## config.mk

```make
export PLATFORM = sky130hd
export DESIGN_NAME = bram_uart_streamer
export DESIGN_NICKNAME = d
export VERILOG_FILES = /design/src/rtl/bram_uart_streamer.sv
export SDC_FILE = /design/constraint.sdc
export NUM_CORES = 2
export LEC_CHECK = 0
export ABC_AREA = 1
export BUFFER_PORTS_ARGS = -buffer_cell sky130_fd_sc_hd__buf_4
export CAP_MARGIN = 20
export CORE_MARGIN = 8
export CORE_UTILIZATION = 50
export DETAILED_ROUTE_END_ITERATION = 16
export PLACE_DENSITY = 0.7
export SETUP_SLACK_MARGIN = 0.5
export SYNTH_ARGS = -nofsm -noshare
export SYNTH_HDL_FRONTEND = slang
export SYNTH_SLANG_ARGS = --single-unit
```

## constraint.sdc

```tcl
create_clock -name clk -period 3.1 [get_ports clk]
set_input_delay 0.62 -clock clk [delete_from_list [all_inputs] [get_ports clk]]
set_output_delay 0.62 -clock clk [all_outputs]
set_load 0.005 [all_outputs]
```

## src/rtl/bram_uart_streamer.sv

```systemverilog
// bram_uart_streamer: streams a BRAM address window into a start/busy UART tx.
// Macro STREAMER_CHECKSUM_EN appends a mod-2**DATA_W checksum word to each pass.
// Ports: clk, rst (sync, active-high); start/stop/loop_en pass control;
//  first_addr/last_addr window; w_en/w_addr/w_data memory write port;
//  tx_busy in, tx_start/tx_data out (handshake); active/cur_addr/done status.
module bram_uart_streamer #(
  parameter int    DATA_W    = 8,
  parameter int    ADDR_W    = 8,
  parameter string INIT_FILE = "mem_init.txt"
) (
  input  logic              clk,
  input  logic              rst,
  input  logic              start,
  input  logic              stop,
  input  logic              loop_en,
  input  logic [ADDR_W-1:0] first_addr,
  input  logic [ADDR_W-1:0] last_addr,
  input  logic              w_en,
  input  logic [ADDR_W-1:0] w_addr,
  input  logic [DATA_W-1:0] w_data,
  input  logic              tx_busy,
  output logic              tx_start,
  output logic [DATA_W-1:0] tx_data,
  output logic              active,
  output logic [ADDR_W-1:0] cur_addr,
  output logic              done
);

  typedef enum logic [2:0] {
    S_IDLE,
    S_FETCH,
    S_LOAD,
    S_SEND,
    S_WAIT,
    S_NEXT,
    S_DONE
  } state_t;

  state_t            r_state;
  state_t            w_state_n;
  logic [DATA_W-1:0] r_mem [0:(1<<ADDR_W)-1];
  logic [DATA_W-1:0] r_rdata;
  logic [DATA_W-1:0] r_tx_data;
  logic [ADDR_W-1:0] r_cur_addr;
  logic [ADDR_W-1:0] r_first;
  logic [ADDR_W-1:0] r_last;
  logic              r_tx_start;
  logic              w_last;
  logic              w_pass_end;

  // Read-first: the read samples the array before this edge's write lands.
  always_ff @(posedge clk) begin
    if (w_en) r_mem[w_addr] <= w_data;
    r_rdata <= r_mem[r_cur_addr];
  end

  assign w_last = (r_cur_addr == r_last);

`ifdef STREAMER_CHECKSUM_EN
  logic [DATA_W-1:0] r_csum;
  logic              r_csum_phase;
  // With a checksum the pass ends after the checksum word, not after last_addr.
  assign w_pass_end = r_csum_phase;
`else
  assign w_pass_end = w_last;
`endif

  always_ff @(posedge clk) begin
    if (rst) r_state <= S_IDLE;
    else     r_state <= w_state_n;
  end

  always_comb begin
    w_state_n = r_state;
    unique case (r_state)
      S_IDLE:  if (start) w_state_n = S_FETCH;
      S_FETCH: w_state_n = S_LOAD;
      S_LOAD:  w_state_n = S_SEND;
      S_SEND:  if (r_tx_start && tx_busy) w_state_n = S_WAIT;
      S_WAIT:  if (!tx_busy) w_state_n = S_NEXT;
      S_NEXT: begin
        if (stop)
          w_state_n = S_DONE;
        else if (w_pass_end)
          w_state_n = loop_en ? S_FETCH : S_DONE;
`ifdef STREAMER_CHECKSUM_EN
        else if (w_last)
          w_state_n = S_SEND;
`endif
        else
          w_state_n = S_FETCH;
      end
      S_DONE:  w_state_n = S_IDLE;
      default: w_state_n = S_IDLE;
    endcase
  end

  always_ff @(posedge clk) begin
    if (rst) begin
      r_cur_addr   <= '0;
      r_first      <= '0;
      r_last       <= '0;
      r_tx_data    <= '0;
      r_tx_start   <= 1'b0;
`ifdef STREAMER_CHECKSUM_EN
      r_csum       <= '0;
      r_csum_phase <= 1'b0;
`endif
    end else begin
      unique case (r_state)
        S_IDLE: begin
          if (start) begin
            r_first      <= first_addr;
            r_last       <= last_addr;
            r_cur_addr   <= first_addr;
`ifdef STREAMER_CHECKSUM_EN
            r_csum       <= '0;
            r_csum_phase <= 1'b0;
`endif
          end
        end
        S_LOAD: begin
          r_tx_data <= r_rdata;
`ifdef STREAMER_CHECKSUM_EN
          r_csum    <= r_csum + r_rdata;
`endif
        end
        // Raise the request, drop it once busy is seen alongside it.
        S_SEND: r_tx_start <= !(r_tx_start && tx_busy);
        S_NEXT: begin
          if (w_state_n == S_FETCH) begin
            r_cur_addr <= w_pass_end ? r_first
                                     : r_cur_addr + ADDR_W'(1);
`ifdef STREAMER_CHECKSUM_EN
            if (w_pass_end) begin
              r_csum       <= '0;
              r_csum_phase <= 1'b0;
            end
`endif
          end
`ifdef STREAMER_CHECKSUM_EN
          if (w_state_n == S_SEND) begin
            r_tx_data    <= r_csum;
            r_csum_phase <= 1'b1;
          end
`endif
        end
        default: ;
      endcase
    end
  end

  assign tx_start = r_tx_start;
  assign tx_data  = r_tx_data;
  assign cur_addr = r_cur_addr;
  assign active   = (r_state != S_IDLE);
  assign done     = (r_state == S_DONE);

endmodule

```

Word level (Yosys, flattened, before mapping)
Memory sizes are Yosys's and may differ from the RTL's. A register that Yosys moved wholly into a read port is not among the register bits.
Cells that the tools add are included.
Operators by class
  add/subtract/negate cells: 1
  eq/ne operators: 10
  muxes and demuxes: 13
  reduce and logical (&&, ||, !) cells: 7
Operator list (count)
  $mux 8: 3
  $mux 3: 6
  $pmux 3 s6: 1
  $pmux 8 s2: 1
  $eq 3x3->1 const B: 3
  $add 8x1->8 const B: 1
  $eq 8x8->1: 1
  $eq 3x1->1 const B: 2
  $eq 3x2->1 const B: 2
  $ne 2x2->1 const B: 2
  $logic_not 3->1: 1
  $reduce_and 3->1: 1
  $reduce_bool 3->1: 1
  $mux 1: 2
  $reduce_and 2->1: 1
  $reduce_bool 2->1: 1
  $logic_and 1x1->1: 1
  $logic_not 1->1: 1
Word-level totals
  flip-flop bits (word level): 36
  memory bits (writable): 2048
  input bits: 39
  output and inout bits: 19
  memories kept: 1
Memories
  r_mem: depth 256, width 8, rd ports 1, clocked after Yosys merged registers in 1, wr ports 1, RTL line 41  | logic [DATA_W-1:0] r_mem [0:(1<<ADDR_W)-1];

Logic depth before layout (Yosys ltp)
  depth in word-level cells: 7
  depth in mapped cells: 19

Least setup slack after synthesis
Ideal clock, no wire load.
  path kind: input to register
  start: input w_en
  end: memory r_mem[162][0], enable pin
  library setup time: 0.370 ns
  data arrival time: 1.741 ns
  path slack: 0.989 ns
  stages on the path: 4
  buffers on the path: 2
  path through: clkbuf_1 nand3_1 clkbuf_1 nor2_1
On the way
  word-level cells in the longest chain between the ends: 2
Ends and longest elaborated chain
  start: declaration: RTL line 18  | input logic w_en,
  $mux 1: RTL line 53  | if (w_en) r_mem[w_addr] <= w_data;
  $mux 1 (not written as such): RTL line 53
  end: declaration: RTL line 41
Every way passes these cells.

==> metrics.md <==
| Metric | Value |
|---|---|
| Hold Path Class | in -> reg |
| Highest-utilization routing layer at the global route stage | met2 |
| Number of enable-type register cells in the synthesized netlist | 2048 |
| Critical path startpoint category | flop |
| Met2 track utilization from global routing | 0.399 |
| Flip-flop cell with the highest count after synthesis | sky130_fd_sc_hd__edfxtp_1 |
| Most common cell after layout, fill and taps aside | sky130_fd_sc_hd__edfxtp_1 |
| Clock-pin slew on the worst setup and hold paths | 60 ps |
| Final cell utilization of the core | 0.582 |
| Setup slack of the worst register-to-register path | 450 ps |
| Nets | 8412 |
| Met1 Usage GRT | 0.349 |
| Vias in the first global route | 59215 |
| Average wire length per cell after detail routing | 23.1 um |
| Max IR drop VDD | 0.756 mV |
| Number of I/O pins | 58 |
| Largest net degree at the start of global routing | 126 |
| DIE HEIGHT | 434 um |
| CP Max Fanout | 25 |
| First-pass iteration count of the detailed router | 8 |
| Worst-case clock buffer depth | 3 |
| Total wirelength of the detailed-routed design | 251000 um |
| Post-Syn Nets | 8057 |
| Design area | 101000 um^2 |
| Library cells used by synthesis | 34 |
| Slew Limit Fails | 0 |
| Sink count of the clock tree | 2092 |
| Lkg Pwr | 38.1 nW |
| Horizontal die dimension | 434 um |
| Cell at the root of the clock tree | sky130_fd_sc_hd__clkbuf_16 |
| Number of endpoints with negative hold slack in the final report | 0 |
| CTS H-tree lvls | 4 |
| Most prevalent standard cell on the critical path | sky130_fd_sc_hd__nand2_1 |
| Setup clock skew after layout | 37.9 ps |
| Commonest cells after routing, fill and taps aside | 2048 x sky130_fd_sc_hd__edfxtp_1, 2026 x sky130_fd_sc_hd__nand2_1, 1360 x sky130_fd_sc_hd__nor2_1 |
| Crit. End Element | flop |
| Worst Tran Pin Value | 934 ps |
| Outcome | finished clean |
| Endpoint of the worst hold path | r_first[1] |
| Residual antenna-violating net count after detailed routing | 0 |
| Ratio of cells with drive above 1 in the final layout | 0.113 |
| HPWL after DPL | 143000 um |
| Reg2reg end | r_rdata[2] |
| Count of max-cap constraint violations | 0 |
| Wire length of the first global-routing pass | 365000 um |
| Fraction of the yosys area taken by sequential cells | 0.713 |
| Worst r2r path cells | 14 |
| Number of storage elements in the synthesis netlist | 2092 |
| Insertion delay to the later sink of the worst-skew pair | 860 ps |
| Global route overflow | 0 |
| Via Count | 62007 |
| Pre-CTS setup slack | 56.5 ps |
| Worst path cell trace | clkinv_16 -> buf_12 -> buf_16 -> buf_4 -> o21ai_0 -> nand3_1 -> nand3_1 -> nand2_1 -> nand2_1 -> nand2_1 -> nor2_1 -> nand2_1 -> nand3_1 -> nand2_1 |
| Row count | 153 |
| Final TNS setup | 0 ps |
| Clock buffer count from CTS | 204 |
| Layout area overhead | 15.6% |
| All-layer global routing usage | 0.254 |
| Signal arrival time at the worst endpoint | 3390 ps |
| Required @ worst endpoint | 3850 ps |
| IO Port Bufs | 57 |
| Die ar. | 189000 um^2 |
| Average size of a mapped cell | 10.9 um^2 |
| Dpl cell area | 93200 um^2 |
| Effective utilization at floorplan | 0.503 |
| Final RePlAce weighted congestion | 0.892 |
| Hold_sp | first_addr[1] |
| Netlist Area Pre-Place | 87500 um^2 |
| Post-detailed-route DRC marker count | 0 |
| P per Cell Area | 624 nW/um^2 |
| Setup repair after global routing missed its margin | yes |
| Filler instances | 13742 |
| Area of the placeable core | 174000 um^2 |
| Setup WS post-layout | 454 ps |
| Critical Setup Path Class | reg -> reg |
| Via count normalized by instance count | 5.71 |
| Number of instances in the synthesized netlist | 8017 |
| Count of routing violations after the opening detailed-route iteration | 9097 |
| Post-synthesis async set-or-reset flop share | 0 |
| Synthesis warning total | 0 |
| Final Critical Period | 2650 ps |
| FMAX | 0.378 GHz |
| Worst flop-to-flop path startpoint | cur_addr[0] |
| Critical Path Slowest Stage Cell | sky130_fd_sc_hd__dfxtp_4 |
| Worst stage delay on the critical path | 460 ps |
| Setup violators final | 0 |
| Hold Path Depth | 3 |
| Fin crit share | 0.854 |
| Rel. slew slack | 0.376 |
| Clock tree from TritonCTS | yes |
| Antenna violations before repair | 8 |
| GR Util met3 | 0.0521 |
-- where the power goes --
group | switching (mW) | internal [mW] | total, mW
Combinational | 5.46 | 2.35 | 7.81
Clock | 10.5 | 13.4 | 24.0
Sequential | 0.161 | 31.2 | 31.3
-- how the worst max path moves through the flow --
| stage | start | endpoint | slack (ps) | depth (start not counted) |
|---|---|---|---|---|
| final | cur_addr[0] | r_rdata[2] | 450 | 14 |
| after global routing | cur_addr[0] | r_rdata[5] | 410 | 17 |
| after detailed placement | cur_addr[0] | r_rdata[3] | 60 | 12 |
| after global placement | cur_addr[0] | r_rdata[3] | 40 | 12 |
| after CTS | cur_addr[0] | r_rdata[3] | 470 | 13 |
| after floorplan | w_en | r_mem[162][0] | 990 | 4 |
-- per-layer routing --
metal  routed length, um  share of wire
met1               96500           0.38
met3               28900           0.12
met2              115000           0.46
met5                  27        0.00011
met4               10700          0.043
-- kinds of logic (layout without fill, tap and decap cells) --
logic type,Yosys count,in the layout,synth area share
simple gates,4046,4046,0.183
flops,2092,2092,0.713
buf+inv,984,1506,0.0495
compound gates,889,889,0.0540
xor+xnor,5,5,0.000500
fa+ha+maj,1,1,0.000143
other cells,0,3,0
-- Yosys cell counts (2+ instances only) --
cell / instances / area share
sky130_fd_sc_hd__a21oi_1: 130 / 0.0074
sky130_fd_sc_hd__a31oi_1: 5 / 0.00036
sky130_fd_sc_hd__and3_1: 2 / 0.00014
sky130_fd_sc_hd__buf_1: 66 / 0.0028
sky130_fd_sc_hd__buf_2: 169 / 0.0097
sky130_fd_sc_hd__buf_4: 45 / 0.0039
sky130_fd_sc_hd__buf_6: 31 / 0.0040
sky130_fd_sc_hd__buf_8: 2 / 0.00034
sky130_fd_sc_hd__clkbuf_1: 162 / 0.0069
sky130_fd_sc_hd__clkinv_1: 5 / 0.00021
sky130_fd_sc_hd__dfxtp_1: 44 / 0.010
sky130_fd_sc_hd__edfxtp_1: 2048 / 0.70
sky130_fd_sc_hd__inv_1: 498 / 0.021
sky130_fd_sc_hd__inv_2: 5 / 0.00021
sky130_fd_sc_hd__nand2_1: 2046 / 0.088
sky130_fd_sc_hd__nand2_4: 2 / 0.00026
sky130_fd_sc_hd__nand3_1: 608 / 0.035
sky130_fd_sc_hd__nand4_1: 5 / 0.00036
sky130_fd_sc_hd__nor2_1: 1370 / 0.059
sky130_fd_sc_hd__nor3_1: 5 / 0.00029
sky130_fd_sc_hd__o211ai_1: 105 / 0.0090
sky130_fd_sc_hd__o21ai_0: 509 / 0.029
sky130_fd_sc_hd__o21ai_1: 138 / 0.0079
sky130_fd_sc_hd__or2_1: 3 / 0.00021
sky130_fd_sc_hd__xor2_1: 5 / 0.00050
-- registers in the layout, indices dropped and copies added, names as in the netlist --
signal / flops
r_first: 8
tx_data: 8
r_last: 8
tx_start: 1
r_mem: 2048
r_state: 3
r_rdata: 8
cur_addr: 8
-- through the flow --
stage	hold slack (ps)	power (mW)	instances
finish	56.6	63.1	10867
CTS	7.16	62.8	10833
global placement	443	38.8	10434
floorplan	425	35.9	8017
detailed placement	449	38.9	10434
global route	23.1	64.9	10865
-- layout make-up --
cell class	instances	area, um^2	area share
Inverter	509	1980	0.0195
Sequential cell	2092	62400	0.617
Tap cell	2325	2910	0.0288
Multi-Input combinational cell	4941	21100	0.209
Antenna cell	3	7.51	0.0000742
Timing Repair inverter	2	20.0	0.000198
Clock inverter	120	1010	0.0100
Timing Repair Buffer	622	6350	0.0628
Clock buffer	253	5370	0.0531
-- critical path, delay by kind of cell, from the launching register on --
family,cells,cell delay (ps)
AOI/OAI and AO/OA,1,220
buffers and inverters,4,690
DFF,1,460
and+or+nand+nor,9,1110
-- timing repair --
action                                 CTS  global route
endpoints found under the hold margin    0             0
setup endpoints to repair               12            10
hold buffers                             0             0
cloned                                  10            16
setup buffers                           16            15
pin swaps                                4             4
gates resized for setup                 65            65
No activity file was read; power rests on OpenSTA's default activity.
